==> config.mk <==
export PLATFORM = sky130hd
export DESIGN_NAME = toe_init_host
export DESIGN_NICKNAME = d
export VERILOG_FILES = /design/src/rtl/toe_init_host.sv
export SDC_FILE = /design/constraint.sdc
export NUM_CORES = 1
export LEC_CHECK = 0
export CAP_MARGIN = 15
export CORE_MARGIN = 4
export CORE_UTILIZATION = 52
export DETAILED_ROUTE_END_ITERATION = 16
export PLACE_DENSITY = 0.95
export SLEW_MARGIN = 15
export SYNTH_ARGS = -nofsm -noshare
export SYNTH_HDL_FRONTEND = slang
export SYNTH_SLANG_ARGS = --single-unit
export TNS_END_PERCENT = 20
==> constraint.sdc <==
create_clock -name clk -period 5.74 [get_ports clk]
set_input_delay 0.574 -clock clk [delete_from_list [all_inputs] [get_ports clk]]
set_output_delay 0.574 -clock clk [all_outputs]
set_load 0.02 [all_outputs]
==> src/rtl/toe_init_host.sv <==
// toe_init_host: Avalon-MM host that programs one TCP offload engine connection.
// A command loads the connection parameters into the engine, optionally issues a
// request code, polls the engine's done flag, then reads back error and id.
// Optional poll timeout: define TOE_INIT_HOST_TIMEOUT_EN to bound polling at
// MAX_POLLS samples, after which the request is cancelled.
module toe_init_host #(
  parameter int unsigned POLL_GAP  = 2,
  parameter int unsigned MAX_POLLS = 1024
) (
  input  logic        clk,
  input  logic        rst,
  input  logic        cmd_valid,
  output logic        cmd_ready,
  input  logic [1:0]  cmd_code,
  input  logic [31:0] cmd_ip_src,
  input  logic [31:0] cmd_ip_dst,
  input  logic [23:0] cmd_mac_src,
  input  logic [23:0] cmd_mac_dst,
  input  logic [15:0] cmd_port_src,
  input  logic [15:0] cmd_port_dst,
  input  logic [7:0]  cmd_id,
  output logic        rsp_valid,
  output logic [7:0]  rsp_error,
  output logic [7:0]  rsp_id,
  output logic        rsp_timeout,
  output logic [3:0]  av_address,
  output logic        av_chipselect,
  output logic        av_write,
  output logic        av_read,
  output logic [31:0] av_writedata,
  input  logic [31:0] av_readdata
);

  // Engine register map
  localparam logic [3:0] AddrReq     = 4'h0;
  localparam logic [3:0] AddrDone    = 4'h1;
  localparam logic [3:0] AddrErr     = 4'h2;
  localparam logic [3:0] AddrIpSrc   = 4'h3;
  localparam logic [3:0] AddrIpDst   = 4'h4;
  localparam logic [3:0] AddrMacSrc  = 4'h5;
  localparam logic [3:0] AddrMacDst  = 4'h6;
  localparam logic [3:0] AddrPortSrc = 4'h7;
  localparam logic [3:0] AddrPortDst = 4'h8;
  localparam logic [3:0] AddrIdIn    = 4'h9;
  localparam logic [3:0] AddrIdOut   = 4'hA;

  // Gap counter runs 0..POLL_GAP-1; it is never entered when POLL_GAP is 0.
  localparam int unsigned GapLast = (POLL_GAP == 0) ? 0 : POLL_GAP - 1;
  localparam int unsigned GapW    = (GapLast > 0) ? $clog2(GapLast + 1) : 1;

  localparam logic [2:0] ParamLast = 3'd6;

  typedef enum logic [3:0] {
    StIdle,
    StWrParam,
    StWrReq,
    StPollRd,
    StPollCap,
    StGap,
    StErrRd,
    StErrCap,
    StIdRd,
    StIdCap,
    StClrDone,
    StCancel,
    StResp
  } state_e;

  state_e            state_q, state_d;
  logic [2:0]        par_idx_q, par_idx_d;
  logic [GapW-1:0]   gap_cnt_q, gap_cnt_d;
  logic [7:0]        err_cap_q, err_cap_d;
  logic [7:0]        id_cap_q, id_cap_d;
  logic [7:0]        rsp_error_q, rsp_error_d;
  logic [7:0]        rsp_id_q, rsp_id_d;
  logic              load_cmd;

  // Command snapshot, frozen from accept until the next IDLE
  logic [1:0]        code_q;
  logic [31:0]       ip_src_q, ip_dst_q;
  logic [23:0]       mac_src_q, mac_dst_q;
  logic [15:0]       port_src_q, port_dst_q;
  logic [7:0]        id_q;

  logic [3:0]        param_addr;
  logic [31:0]       param_data;

`ifdef TOE_INIT_HOST_TIMEOUT_EN
  localparam int unsigned PollLast = (MAX_POLLS == 0) ? 0 : MAX_POLLS - 1;
  localparam int unsigned PollW    = (PollLast > 0) ? $clog2(PollLast + 1) : 1;

  logic [PollW-1:0]  poll_cnt_q, poll_cnt_d;
  logic              rsp_timeout_q, rsp_timeout_d;

  // Poll counter and timeout flag
  always_ff @(posedge clk) begin
    if (rst) begin
      poll_cnt_q    <= '0;
      rsp_timeout_q <= 1'b0;
    end else begin
      poll_cnt_q    <= poll_cnt_d;
      rsp_timeout_q <= rsp_timeout_d;
    end
  end

  assign rsp_timeout = rsp_timeout_q;
`else
  // Polling is unbounded without the timeout feature.
  logic unused_max_polls;
  assign unused_max_polls = (MAX_POLLS == 0);
  assign rsp_timeout      = 1'b0;
`endif

  // Only the done bit and the low byte of read data carry information.
  logic unused_readdata;
  assign unused_readdata = ^av_readdata[31:8];

  // Capture the command fields on accept
  always_ff @(posedge clk) begin
    if (rst) begin
      code_q     <= '0;
      ip_src_q   <= '0;
      ip_dst_q   <= '0;
      mac_src_q  <= '0;
      mac_dst_q  <= '0;
      port_src_q <= '0;
      port_dst_q <= '0;
      id_q       <= '0;
    end else if (load_cmd) begin
      code_q     <= cmd_code;
      ip_src_q   <= cmd_ip_src;
      ip_dst_q   <= cmd_ip_dst;
      mac_src_q  <= cmd_mac_src;
      mac_dst_q  <= cmd_mac_dst;
      port_src_q <= cmd_port_src;
      port_dst_q <= cmd_port_dst;
      id_q       <= cmd_id;
    end
  end

  // State register, sequencing counters and response registers
  always_ff @(posedge clk) begin
    if (rst) begin
      state_q     <= StIdle;
      par_idx_q   <= '0;
      gap_cnt_q   <= '0;
      err_cap_q   <= '0;
      id_cap_q    <= '0;
      rsp_error_q <= '0;
      rsp_id_q    <= '0;
    end else begin
      state_q     <= state_d;
      par_idx_q   <= par_idx_d;
      gap_cnt_q   <= gap_cnt_d;
      err_cap_q   <= err_cap_d;
      id_cap_q    <= id_cap_d;
      rsp_error_q <= rsp_error_d;
      rsp_id_q    <= rsp_id_d;
    end
  end

  // Parameter write sequence: address and zero-extended data per step
  always_comb begin
    param_addr = AddrIpSrc;
    param_data = '0;
    unique case (par_idx_q)
      3'd0: begin param_addr = AddrIpSrc;   param_data = ip_src_q;              end
      3'd1: begin param_addr = AddrIpDst;   param_data = ip_dst_q;              end
      3'd2: begin param_addr = AddrMacSrc;  param_data = {8'h00, mac_src_q};    end
      3'd3: begin param_addr = AddrMacDst;  param_data = {8'h00, mac_dst_q};    end
      3'd4: begin param_addr = AddrPortSrc; param_data = {16'h0000, port_src_q}; end
      3'd5: begin param_addr = AddrPortDst; param_data = {16'h0000, port_dst_q}; end
      3'd6: begin param_addr = AddrIdOut;   param_data = {24'h000000, id_q};    end
      default: ;
    endcase
  end

  // Next-state logic and Avalon-MM strobes
  always_comb begin
    state_d       = state_q;
    par_idx_d     = par_idx_q;
    gap_cnt_d     = gap_cnt_q;
    err_cap_d     = err_cap_q;
    id_cap_d      = id_cap_q;
    rsp_error_d   = rsp_error_q;
    rsp_id_d      = rsp_id_q;
`ifdef TOE_INIT_HOST_TIMEOUT_EN
    poll_cnt_d    = poll_cnt_q;
    rsp_timeout_d = rsp_timeout_q;
`endif
    load_cmd      = 1'b0;
    cmd_ready     = 1'b0;
    rsp_valid     = 1'b0;
    av_chipselect = 1'b0;
    av_write      = 1'b0;
    av_read       = 1'b0;
    av_address    = '0;
    av_writedata  = '0;

    unique case (state_q)
      StIdle: begin
        cmd_ready = 1'b1;
        if (cmd_valid) begin
          load_cmd  = 1'b1;
          par_idx_d = '0;
          state_d   = StWrParam;
`ifdef TOE_INIT_HOST_TIMEOUT_EN
          poll_cnt_d = '0;
`endif
        end
      end

      StWrParam: begin
        av_chipselect = 1'b1;
        av_write      = 1'b1;
        av_address    = param_addr;
        av_writedata  = param_data;
        if (par_idx_q == ParamLast) begin
          par_idx_d = '0;
          if (code_q == 2'd0) begin
            // Load-only command: respond without touching the request register.
            state_d     = StResp;
            rsp_error_d = '0;
            rsp_id_d    = '0;
`ifdef TOE_INIT_HOST_TIMEOUT_EN
            rsp_timeout_d = 1'b0;
`endif
          end else begin
            state_d = StWrReq;
          end
        end else begin
          par_idx_d = par_idx_q + 3'd1;
        end
      end

      StWrReq: begin
        av_chipselect = 1'b1;
        av_write      = 1'b1;
        av_address    = AddrReq;
        av_writedata  = {30'h0, code_q};
        state_d       = StPollRd;
      end

      StPollRd: begin
        av_chipselect = 1'b1;
        av_read       = 1'b1;
        av_address    = AddrDone;
        state_d       = StPollCap;
      end

      StPollCap: begin
        if (av_readdata[0]) begin
          state_d = StErrRd;
        end else begin
          gap_cnt_d = '0;
          state_d   = (POLL_GAP == 0) ? StPollRd : StGap;
`ifdef TOE_INIT_HOST_TIMEOUT_EN
          if (poll_cnt_q == PollW'(PollLast)) begin
            state_d = StCancel;
          end else begin
            poll_cnt_d = poll_cnt_q + PollW'(1);
          end
`endif
        end
      end

      StGap: begin
        if (gap_cnt_q == GapW'(GapLast)) begin
          state_d = StPollRd;
        end else begin
          gap_cnt_d = gap_cnt_q + GapW'(1);
        end
      end

      StErrRd: begin
        av_chipselect = 1'b1;
        av_read       = 1'b1;
        av_address    = AddrErr;
        state_d       = StErrCap;
      end

      StErrCap: begin
        err_cap_d = av_readdata[7:0];
        state_d   = StIdRd;
      end

      StIdRd: begin
        av_chipselect = 1'b1;
        av_read       = 1'b1;
        av_address    = AddrIdIn;
        state_d       = StIdCap;
      end

      StIdCap: begin
        id_cap_d = av_readdata[7:0];
        state_d  = StClrDone;
      end

      StClrDone: begin
        av_chipselect = 1'b1;
        av_write      = 1'b1;
        av_address    = AddrDone;
        av_writedata  = '0;
        state_d       = StResp;
        rsp_error_d   = err_cap_q;
        rsp_id_d      = id_cap_q;
`ifdef TOE_INIT_HOST_TIMEOUT_EN
        rsp_timeout_d = 1'b0;
`endif
      end

      StCancel: begin
        // Withdraw the request after too many unanswered polls.
        av_chipselect = 1'b1;
        av_write      = 1'b1;
        av_address    = AddrReq;
        av_writedata  = '0;
        state_d       = StResp;
        rsp_error_d   = '0;
        rsp_id_d      = '0;
`ifdef TOE_INIT_HOST_TIMEOUT_EN
        rsp_timeout_d = 1'b1;
`endif
      end

      StResp: begin
        rsp_valid = 1'b1;
        state_d   = StIdle;
      end

      default: state_d = StIdle;
    endcase
  end

  assign rsp_error = rsp_error_q;
  assign rsp_id    = rsp_id_q;

endmodule

# ---- Word-level counts from Yosys, hierarchy flattened
# Index checks and enable logic that the tools add are counted.
# W data, S select, Z words.
dict set report totals {
  regBits 194
  inputBits 189
  output_inout_bits 58
  wordCells 82
}
dict set report classes {
  addsub 2
  eq_ne 23
  mux 27
  n_reduce_logical 15
}
# cell count
set op_table {}
lappend op_table {{$pmux W32 S7} 1}
lappend op_table {{$pmux W32 S2} 1}
lappend op_table {{$pmux W8 S3} 2}
lappend op_table {{$pmux W4 S11} 1}
lappend op_table {{$pmux W4 S6} 1}
lappend op_table {{$eq A4 B4 Y1 const B} 5}
lappend op_table {{$eq A4 B3 Y1 const B} 4}
lappend op_table {{$mux W4} 4}
lappend op_table {{$mux W8} 2}
lappend op_table {{$pmux W4 S4} 1}
lappend op_table {{$ne A2 B2 Y1 const B} 5}
lappend op_table {{$eq A3 B3 Y1 const B} 3}
lappend op_table {{$mux W1} 9}
lappend op_table {{$eq A4 B2 Y1 const B} 2}
lappend op_table {{$reduce_or A7 Y1} 1}
lappend op_table {{$eq A3 B2 Y1 const B} 2}
lappend op_table {{$mux W3} 2}
lappend op_table {{$pmux W3 S2} 1}
lappend op_table {{$reduce_and A3 Y1} 2}
lappend op_table {{$eq A4 B1 Y1 const B} 1}
lappend op_table {{$logic_not A4 Y1} 1}
lappend op_table {{$reduce_and A2 Y1} 2}
lappend op_table {{$reduce_bool A2 Y1} 2}
lappend op_table {{$reduce_or A2 Y1} 2}
lappend op_table {{other kinds (10)} 10}

# ---- Depth between registers and ports, before layout
# Gate-level depths: netlist of the first run.
dict set report logic_depth {
  word_depth 4
  depth_mapped 9
  ltp_nobuf 5
}

# ---- Least setup slack after synthesis of the first run
# OpenSTA, ideal clock, no wires.
dict set report synth_timing {
  kind {register to output}
  startpoint {reg par_idx_q[2]}
  endpoint {out av_writedata[6]}
  arrival_time_ps 2090
  t_required_ps 5166
  slack_ps 3076
  path_stages_with_launch 9
  n_path_buf 4
  path_cell_list {dfxtp_1 > clkbuf_1 > inv_1 > clkbuf_1 > ha_1 > clkbuf_1 > clkbuf_1 > a32oi_1 > a31oi_1}
}
dict set report synth_between {
  elab_chain_len 3
  elab_cells_between_ends 9
  cone_classes {6 x eq/ne; 2 x mux; 1 x reduce/logical}
}
# item line
set synth_lines {}
lappend synth_lines {{start: declaration} 70} ;# logic [2:0] par_idx_q, par_idx_d;
lappend synth_lines {{start signal: assignment} 153} ;# par_idx_q <= par_idx_d;
lappend synth_lines {{$eq A3 B3 Y1, or another cell as far along} 166} ;# unique case (par_idx_q)
lappend synth_lines {{$pmux W32 S7 *} 166}
lappend synth_lines {{$pmux W32 S2 *} 200} ;# unique case (state_q)
lappend synth_lines {{end: declaration} 30} ;# output logic [31:0] av_writedata,
# Every way passes the cells marked *; elsewhere a longest branch is shown, timed or not.

# ---- Worst setup path in the final report of the first run
dict set report layout_timing {
  startpoint {reg par_idx_q[1]}
  endpoint {out av_writedata[0]}
}
# The elaborated chain is that of the path after synthesis.

==> run metrics, run 1 <==
Final Cycle Share 79.4%; Max Slew Vio Count 0; worst path arrival time 3.98 ns; DRC viols 0; first-pass GRT wire length 39.4 mm; die area 18600 sq um; internal power 3.05 mW; clock slew at reported path FFs 0.07 ns; register bit total from synthesis 194; CP dominant cell by count and2_1; status complete, no violations; via count 8490; worst slew pin tran 1.01 ns; startpoint types register; Post-CTS Repair Setup Buffers 0; Sw Ratio 39.3%; asr flop ratio synth 0%; final-report hold violation count 0; Period minus WS final 4.56 ns; Die H 136 um; Slew headroom 32.2%; vias in the first global route 7986; critical path type reg2out; share of the synthesized area in the top cell type 45.3%; # rows 46; net switching power 1.98 mW; final setup vio count 0; area growth from synthesis to layout 31.7%; Sink Count 194; synth unique cells 60; H-tree Lvls 4; largest net degree at the start of global routing 108; fin nets 1464; Vias/cell 5.64; RSZ-0062 raised after global routing no; post-route ant nets 0; WP data required 5.17 ns; clock root buffer clkbuf_16; largest cells by area after synthesis dfxtp_1, nand2_1, a21oi_1; CP Capture Type output pin; setup TNS 0 ns; CTS tree yes; clock power share 25.0%; max frequency 220 MHz; Max Clock Skew 0.00702 ns; final wirelength 25.6 mm; Worst VDD drop 0.324 mV; Yosys Warn Count 0; slowest cell on the critical path ha_1; drt wl/cell 17.1 um; Syn Nets 1311; Hold Buf Count CTS 0; Starting Density 53.6%; min-delay worst type reg2reg; Syn Area/Cell 7.65 sq um; Core Box Area 16000 sq um; Num CTS Buffers 17; total gr overflow 0; IO Port Bufs 221; area leader, netlist dfxtp_1; Die X-Extent 136 um; Post-synth EDFFs 0; worst path cell trace buf_4 -> and2_1 -> ha_1 -> and2_1 -> nor2_4 -> o21ai_0 -> clkdlybuf4s50_1; deepest clock path buffer count 2; CP top delay family simple AND/OR/NAND/NOR gates; Post-Synthesis Cells 1121; Iter 0 DRT Violations 900; top_reg_cell synth dfxtp_1; share of layout cells above drive strength 1 5.83%; crit-path max FO 30; final-layout fill cell count 1271; sequential area share after synthesis 45.3%; post-DP HPWL 17.0 mm; detailed-router iteration count before antenna repair 8; All-Layer GR Usage 26.5%; Gate power share 38.3%; initial antenna violation count 2; Cell Area, Synth 8570 sq um; gpl congestion 0.848; # resized after CTS 0; top-level port count 247; Final Hold Slack 0.452 ns; Pleak 3.88 nW; largest stage delay on the critical path 0.72 ns; Reg power frac 36.7%; WP buf/inv 2; Power Dens Cells 445 nW/um^2; number of max-cap violations 0; Worst-Skew Late Latency 0.42 ns
==> registers in the layout, summed over array words and instances, names as in the netlist <==
name,flops
code_q,2
err_cap_q,8
gap_cnt_q,1
id_cap_q,8
id_q,8
ip_dst_q,32
ip_src_q,32
mac_dst_q,24
mac_src_q,24
par_idx_q,3
port_dst_q,16
port_src_q,16
rsp_error,8
rsp_id,8
state_q,4
==> synthesized netlist by cell type, drive strengths merged (4+ instances only) <==
cell type	n
a21oi	222
a32oi	6
mux2i	25
a22oi	4
o2bb2ai	7
a221oi	9
clkbuf	55
or2	4
nor2	48
nand3	5
o21ai	29
nand2	374
nor2b	5
dfxtp	194
buf	41
nor3b	6
a22o	10
nor3	11
nand2b	6
mux2	10
==> routing by layer <==
layer	vias to the layer above	track usage (%)	share of wire [%]
met4	4	11.4	3.9
met3	85	6.81	8.2
li1	4085	-	-
met2	415	43.7	48
met5	-	0	0.13
met1	3901	32.9	39
==> worst reg2reg max path: stages, from the launching register on <==
cell and delay (ns):
dfxtp_1 0.58, nor4_4 0.57, and2_4 0.77, buf_4 0.70, nand2_1 0.25, a21oi_1 0.16
==> path summary, 6_finish.rpt <==
path | from | end | slack, ns | cells after the start
setup / recovery | par_idx_q[1]$_SDFFE_PP0P_ | av_writedata[0] | 1.18 | 7
hold reg to reg | id_cap_q[0]$_SDFFE_PP0N_ | rsp_id[0]$_SDFFE_PP0P_ | 0.45 | 2
hold / removal | id_cap_q[0]$_SDFFE_PP0N_ | rsp_id[0]$_SDFFE_PP0P_ | 0.45 | 2
setup reg to reg | state_q[3]$_SDFFE_PP0P_ | mac_dst_q[13]$_SDFFE_PP0P_ | 2.64 | 5
==> power by group through the flow <==
stage	logic (mW)	registers, mW	clock network [mW]
floorplan	1.45	1.78	0
global placement	1.84	1.84	0
detailed placement	1.89	1.87	0
CTS	1.91	1.84	1.26
global route	2.10	1.87	1.32
finish	1.93	1.85	1.25
==> cell type report <==
cell class | count | area (sq um) | area share (%)
Tap cell | 216 | 270 | 2.39
Clock buffer | 17 | 425 | 3.77
Sequential cell | 194 | 3880 | 34.4
Clock inverter | 15 | 195 | 1.73
Timing Repair Buffer | 230 | 2280 | 20.2
Inverter | 3 | 11.3 | 0.0998
Multi-Input combinational cell | 828 | 4220 | 37.4
Antenna cell | 1 | 2.50 | 0.0222
==> cell usage in the layout, fill, tap and decap left out, types with 3 or more instances in the layout <==
| cell | count |
|---|---|
| nand2_1 | 373 |
| clkdlybuf4s50_1 | 220 |
| a21oi_1 | 216 |
| dfxtp_1 | 193 |
| nor2_1 | 46 |
| o21ai_0 | 29 |
| mux2i_1 | 25 |
| clkbuf_16 | 17 |
| nor3_1 | 11 |
| mux2_2 | 10 |
| a22o_1 | 10 |
| a221oi_1 | 9 |
| buf_4 | 9 |
| o2bb2ai_1 | 7 |
| nand2b_1 | 6 |
| a21oi_2 | 6 |
| nor2b_1 | 5 |
| nand3_1 | 5 |
| a32oi_1 | 5 |
| a22oi_1 | 4 |
| nor3b_1 | 4 |
| clkinv_4 | 4 |
| inv_6 | 4 |
| or2_2 | 3 |
| inv_1 | 3 |
| and3b_1 | 3 |
| o221a_2 | 3 |
| o211ai_1 | 3 |
| a21boi_0 | 3 |
| bufinv_16 | 3 |
==> logic make-up after synthesis <==
group	synth area share [%]
multiplexers	4.23
adder cells (fa/ha/maj)	0.146
XOR/XNOR	0.204
other	0.0437
buffers and inverters	5.62
AO/OA/AOI/OAI	20.8
flip-flops	45.3
AND/OR/NAND/NOR	23.7
==> through the flow <==
stage                     power [mW]  cells  util, %  cell area [sq um]  setup slack (ns)
after floorplan                 3.22   1121        -               8570              3.08
after global placement          3.69   1471     66.6              10700              1.66
after detailed placement        3.75   1471     66.6              10700              1.69
after CTS                       5.01   1503     70.5              11300              1.23
after global routing            5.30   1503     70.5              11300             0.999
final                           5.03   1504     70.5              11300              1.18
(Power assumes the default switching activity.)
==> run 2: changes to the inputs <==
--- a/config.mk
+++ b/config.mk
@@ -7,9 +7,9 @@
 export LEC_CHECK = 0
 export CAP_MARGIN = 15
 export CORE_MARGIN = 4
-export CORE_UTILIZATION = 52
+export CORE_UTILIZATION = 48
 export DETAILED_ROUTE_END_ITERATION = 16
-export PLACE_DENSITY = 0.95
+export PLACE_DENSITY = 0.93
 export SLEW_MARGIN = 15
 export SYNTH_ARGS = -nofsm -noshare
 export SYNTH_HDL_FRONTEND = slang
==> constraint.sdc (replaced) <==
create_clock -name clk -period 4.3 [get_ports clk]
set_input_delay 0.43 -clock clk [delete_from_list [all_inputs] [get_ports clk]]
set_output_delay 0.43 -clock clk [all_outputs]
set_load 0.02 [all_outputs]
==> run 2 against run 1 <==
Net effect:
- worst hold slack gained 0.0025 ns
- die area increased by 7.8%
- via count fell by 1.4%
- combinational power up 32%
- first-iteration DRC count fell by 19%
- count of clock-buffer cells in the layout up 1
- non-clock buffer count increased by 4
- register-to-register slack got worse by 1.1 ns
- highest routed layer unchanged
- utilization decreased by 5.4 points
- sequential share of layout area is 0.20 points lower
- clock power increased by 34%
==> run metrics, run 2 (synthesized netlist as in run 1, its figures left out) <==
die area 20100 sq um (+7.8%); CP top delay family simple AND/OR/NAND/NOR gates; Starting Density 49.2% (-4.4 points); RSZ-0062 raised after global routing no; CTS tree yes; Final Hold Slack 0.455 ns (+0.00246 ns); clock root buffer clkbuf_16; IO Port Bufs 221 (unchanged); Sink Count 194 (unchanged); Period minus WS final 3.93 ns; # resized after CTS 0 (unchanged); via count 8369 (-1.4%); area growth from synthesis to layout 32.4%; H-tree Lvls 4 (unchanged); Max Clock Skew 0.00616 ns (-0.000863 ns); setup ws final 0.365 ns (-0.820 ns); Worst VDD drop 0.413 mV (+28%); Place WS 0.827 ns (-0.866 ns); Core Box Area 17400 sq um (+8.9%); largest registers ip_dst_q (32), ip_src_q (32); setup TNS 0 ns (unchanged); All-Layer GR Usage 24.2% (-2.4 points); max frequency 254 MHz; detailed-router iteration count before antenna repair 7 (-1); Slew headroom 33.4% (+1.2 points); GRT busiest layer met2; status complete, no violations; met2 global-route usage 39.2% (-4.5 points); deepest clock path buffer count 2 (unchanged); first-pass GRT wire length 39.2 mm (-0.47%); Final Cycle Share 91.5%; final setup vio count 0 (unchanged); Max Slew Vio Count 0 (unchanged); post-DP HPWL 17.4 mm (+2.0%); fin nets 1468 (+0.27%); largest net degree at the start of global routing 109 (+0.93%); Worst-Skew Late Latency 0.44 ns (+0.02 ns); Pwr Total 6.74 mW (+34%); worst slew pin tran 0.995 ns (-0.0142 ns); WP data required 3.87 ns (-1.30 ns); share of layout cells above drive strength 1 6.12% (+0.29 points); gpl congestion 0.894 (+5.4%); Hold Buf Count CTS 0 (unchanged); worst path arrival time 3.50 ns (-0.48 ns); CP Capture Type output pin; WP buf/inv 1 (-1); vias in the first global route 7930 (-0.70%); slowest cell on the critical path dfxtp_2; DRC viols 0 (unchanged); Vias/cell 5.52 (-2.2%); top-level port count 247 (unchanged); met1 usage 30.4% (-2.5 points); post-route ant nets 0 (unchanged); Die X-Extent 142 um (+3.8%); clock slew at reported path FFs 0.07 ns (about the same); Post-CTS Repair Setup Buffers 0 (unchanged); CP dominant cell by count and2_1; number of max-cap violations 0 (unchanged); critical path type reg2out; Power Dens Cells 594 nW/um^2 (+33%); crit-path max FO 24 (-20%); Iter 0 DRT Violations 732 (-19%); grt met3 use 5.93% (-0.88 points); Pleak 3.91 nW (+0.73%); # diodes 0 (-1); Num CTS Buffers 17 (unchanged); total gr overflow 0 (unchanged); initial antenna violation count 2 (unchanged); final wirelength 25.3 mm (-1.4%); Die H 142 um (+3.8%); worst path cell trace and2_1 -> ha_1 -> and2_1 -> nor2_4 -> o21ai_0 -> clkdlybuf4s50_1; # rows 48 (+4.3%); placed cell count 1484 (+0.88%); commonest cells after routing, fill and taps aside nand2_1, clkdlybuf4s50_1, a21oi_1; final-report hold violation count 0 (unchanged); final-layout fill cell count 1402 (+10%); startpoint types register; largest stage delay on the critical path 0.79 ns (+0.07 ns); non-filler cells, final 1516 (+0.80%); most common cell after layout, fill and taps aside nand2_1; min-delay worst type reg2reg; drt wl/cell 16.7 um (-2.2%)
==> run 2: cell types whose count changed in the layout (fill, tap and decap cells not counted), sizes merged <==
| cell | previous run | this run |
|---|---|---|
| clkinv | 5 | 3 |
| clkbuf | 17 | 18 |
| inv | 9 | 10 |
| buf | 10 | 14 |
| diode | 1 | 0 |
==> run 2: metrics by stage <==
| step | instance area [sq um] | util [%] |
|---|---|---|
| global placement | 10700 | 61.6 |
| CTS | 11400 | 65.2 |
| floorplan | 8570 | - |
| finish | 11400 | 65.2 |
| global route | 11400 | 65.2 |
| detailed placement | 10700 | 61.6 |
==> run 2: path summary, 6_finish.rpt <==
kind                                                 from                        end  slack [ns]  cells after the start
worst max register to register  par_idx_q[0]$_SDFFE_PP0P_  rsp_error[3]$_SDFFE_PP0P_        1.50                      5
worst max-delay path            par_idx_q[0]$_SDFFE_PP0P_            av_writedata[0]        0.37                      6
worst min-delay path            ip_src_q[19]$_SDFFE_PP0P_  ip_src_q[19]$_SDFFE_PP0P_        0.45                      2
worst min register to register  ip_src_q[19]$_SDFFE_PP0P_  ip_src_q[19]$_SDFFE_PP0P_        0.45                      2
==> run 2: layout make-up <==
cell class / count / area (sq um) / area share, %
multi-input cells: 828 / 4220 / 37.2
flip-flops and latches: 194 / 3880 / 34.2
repair buffers: 234 / 2340 / 20.6
clock buffers: 18 / 429 / 3.78
well taps: 225 / 282 / 2.48
clock inverters: 14 / 191 / 1.69
inverters: 3 / 11.3 / 0.0992
==> run 2: power breakdown <==
part	internal (mW)	leakage, nW	switching [mW]
sequential	2.18	1.58	0.329
clock	0.938	0.303	0.738
combinational	0.995	2.02	1.56
==> run 2: layer usage <==
layer | routed length (um) | up-vias
met4 | 1020 | 4
li1 | - | 4091
met1 | 10400 | 3860
met5 | 23 | -
met3 | 1820 | 78
met2 | 12000 | 336
==> run 2: worst min-delay path, cell delays in order (launching register included) <==
cell and delay, ns:
dfxtp_1 0.31, nand2_1 0.05, a21oi_1 0.05
==> run 3: changes to the inputs <==
--- a/config.mk
+++ b/config.mk
@@ -9,6 +9,7 @@
 export CORE_MARGIN = 4
 export CORE_UTILIZATION = 48
 export DETAILED_ROUTE_END_ITERATION = 16
+export MAX_ROUTING_LAYER = met4
 export PLACE_DENSITY = 0.93
 export SLEW_MARGIN = 15
 export SYNTH_ARGS = -nofsm -noshare
==> run 3 against run 2 <==
Net effect:
- critical endpoint unchanged
- non-clock buffer count did not move
- clock power about the same
- critical path type unchanged
- sequential share of layout area about the same
- worst hold slack lost 0.00072 ns
==> run metrics, run 3 (synthesized netlist as in run 1, its figures left out) <==
status complete, no violations; die area 20100 sq um (unchanged); deepest clock path buffer count 2 (unchanged); critical path type reg2out; post-DP HPWL 17.4 mm (unchanged); Die H 142 um (unchanged); CTS tree yes; Period minus WS final 3.90 ns (-0.0342 ns); gpl congestion 0.909 (+1.7%); Worst-Skew Late Latency 0.43 ns (about the same); min-delay worst type reg2reg; Worst VDD drop 0.413 mV (about the same); non-filler cells, final 1518 (+0.13%); drt wl/cell 16.7 um (about the same); fin nets 1468 (unchanged); total gr overflow 0 (unchanged); Max Slew Vio Count 0 (unchanged); Iter 0 DRT Violations 713 (-2.6%); largest registers ip_dst_q (32), ip_src_q (32); Final Cycle Share 90.7% (-0.79 points); vias in the first global route 7930 (unchanged); Sink Count 194 (unchanged); setup ws final 0.399 ns (+0.0342 ns); clock slew at reported path FFs 0.07 ns (about the same); Starting Density 49.2% (unchanged); H-tree Lvls 4 (unchanged); first-pass GRT wire length 39.1 mm (-0.28%); FF-to-FF path depth 5 (unchanged); placed cell count 1484 (unchanged); final setup vio count 0 (unchanged); Slew headroom 35.0% (+1.6 points); Vias/cell 5.50 (-0.35%); detailed-router iteration count before antenna repair 10 (+3); Power Dens Cells 593 nW/um^2 (-0.11%); top-level port count 247 (unchanged); Pleak 3.91 nW (about the same); share of layout cells above drive strength 1 6.12% (unchanged); Core Box Area 17400 sq um (unchanged); area growth from synthesis to layout 32.5% (about the same); WP data required 3.87 ns (about the same); startpoint types register; final-report hold violation count 0 (unchanged); worst path arrival time 3.47 ns (-0.03 ns); most common cell after layout, fill and taps aside nand2_1; critical path capture point av_writedata[0]; origin of the critical flop-to-flop path par_idx_q[0]$_SDFFE_PP0P_; # rows 48 (unchanged); max frequency 256 MHz (+0.88%); Hold Buf Count CTS 0 (unchanged); R2R Path End rsp_error[3]$_SDFFE_PP0P_; IO Port Bufs 221 (unchanged); clock root buffer clkbuf_16; worst reg2reg setup slack 1.51 ns (about the same); post-route ant nets 0 (unchanged); Place WS 0.827 ns (unchanged); RSZ-0062 raised after global routing no; number of max-cap violations 0 (unchanged); Post-CTS Repair Setup Buffers 0 (unchanged); worst slew pin tran 0.971 ns (-0.0242 ns); All-Layer GR Usage 24.8% (+0.63 points); CP Capture Type output pin; DRC viols 0 (unchanged); Die X-Extent 142 um (unchanged); largest net degree at the start of global routing 109 (unchanged); Max Clock Skew 0.00942 ns (+0.00326 ns); setup TNS 0 ns (unchanged); commonest cells after routing, fill and taps aside nand2_1, clkdlybuf4s50_1, a21oi_1; Num CTS Buffers 17 (unchanged); # resized after CTS 0 (unchanged); final wirelength 25.3 mm (+0.18%); via count 8351 (-0.22%); initial antenna violation count 2 (unchanged); crit-path max FO 24 (unchanged); crit path launch par_idx_q[0]$_SDFFE_PP0P_
## run 3: changes by cell type in the layout (fill, tap and decap cells not counted), sizes merged
cell and delta:
diode +2
## run 3: worst min path at each step
stage / startpoint / end / slack (ns) / depth (start not counted)
after global routing: id_cap_q[4]$_SDFFE_PP0N_ / id_cap_q[4]$_SDFFE_PP0N_ / 0.47 / 2
final: id_cap_q[3]$_SDFFE_PP0N_ / rsp_id[3]$_SDFFE_PP0P_ / 0.45 / 2
after floorplan: ip_dst_q[2]$_SDFFE_PP0P_ / ip_dst_q[2]$_SDFFE_PP0P_ / 0.43 / 2
after CTS: port_src_q[1]$_SDFFE_PP0P_ / port_src_q[1]$_SDFFE_PP0P_ / 0.45 / 2
after global placement: id_cap_q[1]$_SDFFE_PP0N_ / rsp_id[1]$_SDFFE_PP0P_ / 0.44 / 2
after detailed placement: ip_src_q[7]$_SDFFE_PP0P_ / ip_src_q[7]$_SDFFE_PP0P_ / 0.44 / 2
## run 3: critical path: stages, from the launching register on
cell             delay (ns)
dfxtp_2                0.80
and2_1                 0.36
ha_1                   0.20
and2_1                 0.54
nor2_4                 0.24
o21ai_0                0.23
clkdlybuf4s50_1        0.67
## run 3: layer usage
layer | vias to the layer above | wire, um | track usage, % | share of wire, %
met5 | - | 0 | - | 0
met4 | 0 | 1020 | 11.6 | 4.0
met3 | 74 | 1820 | 5.22 | 7.2
met2 | 333 | 12100 | 39.2 | 48
met1 | 3858 | 10400 | 30.4 | 41
li1 | 4086 | - | - | -
## run 3: layout make-up
class                      count  area (sq um)
tap                          225           282
clock buffer                  18           429
sequential                   194          3880
antenna                        2          5.00
fill                        1400          6060
multi-input combinational    828          4220
inverter                       3          11.3
clock inverter                14           191
timing repair buffer         234          2340
## run 3: report_power, final
| group | switching, mW | internal [mW] |
|---|---|---|
| registers | 0.331 | 2.18 |
| clock network | 0.735 | 0.938 |
| logic | 1.56 | 0.995 |
| total | 2.62 | 4.12 |
## run 3: through the flow
stage                     utilization, %  instance area [sq um]  hold WS, ns  power [mW]
final                               65.2                  11400        0.454        6.74
after global routing                65.2                  11400        0.472        7.12
after CTS                           65.2                  11400        0.455        6.74
after detailed placement            61.6                  10700        0.444        5.06
after global placement              61.6                  10700        0.439        4.99
after floorplan                        -                   8570        0.431        4.30
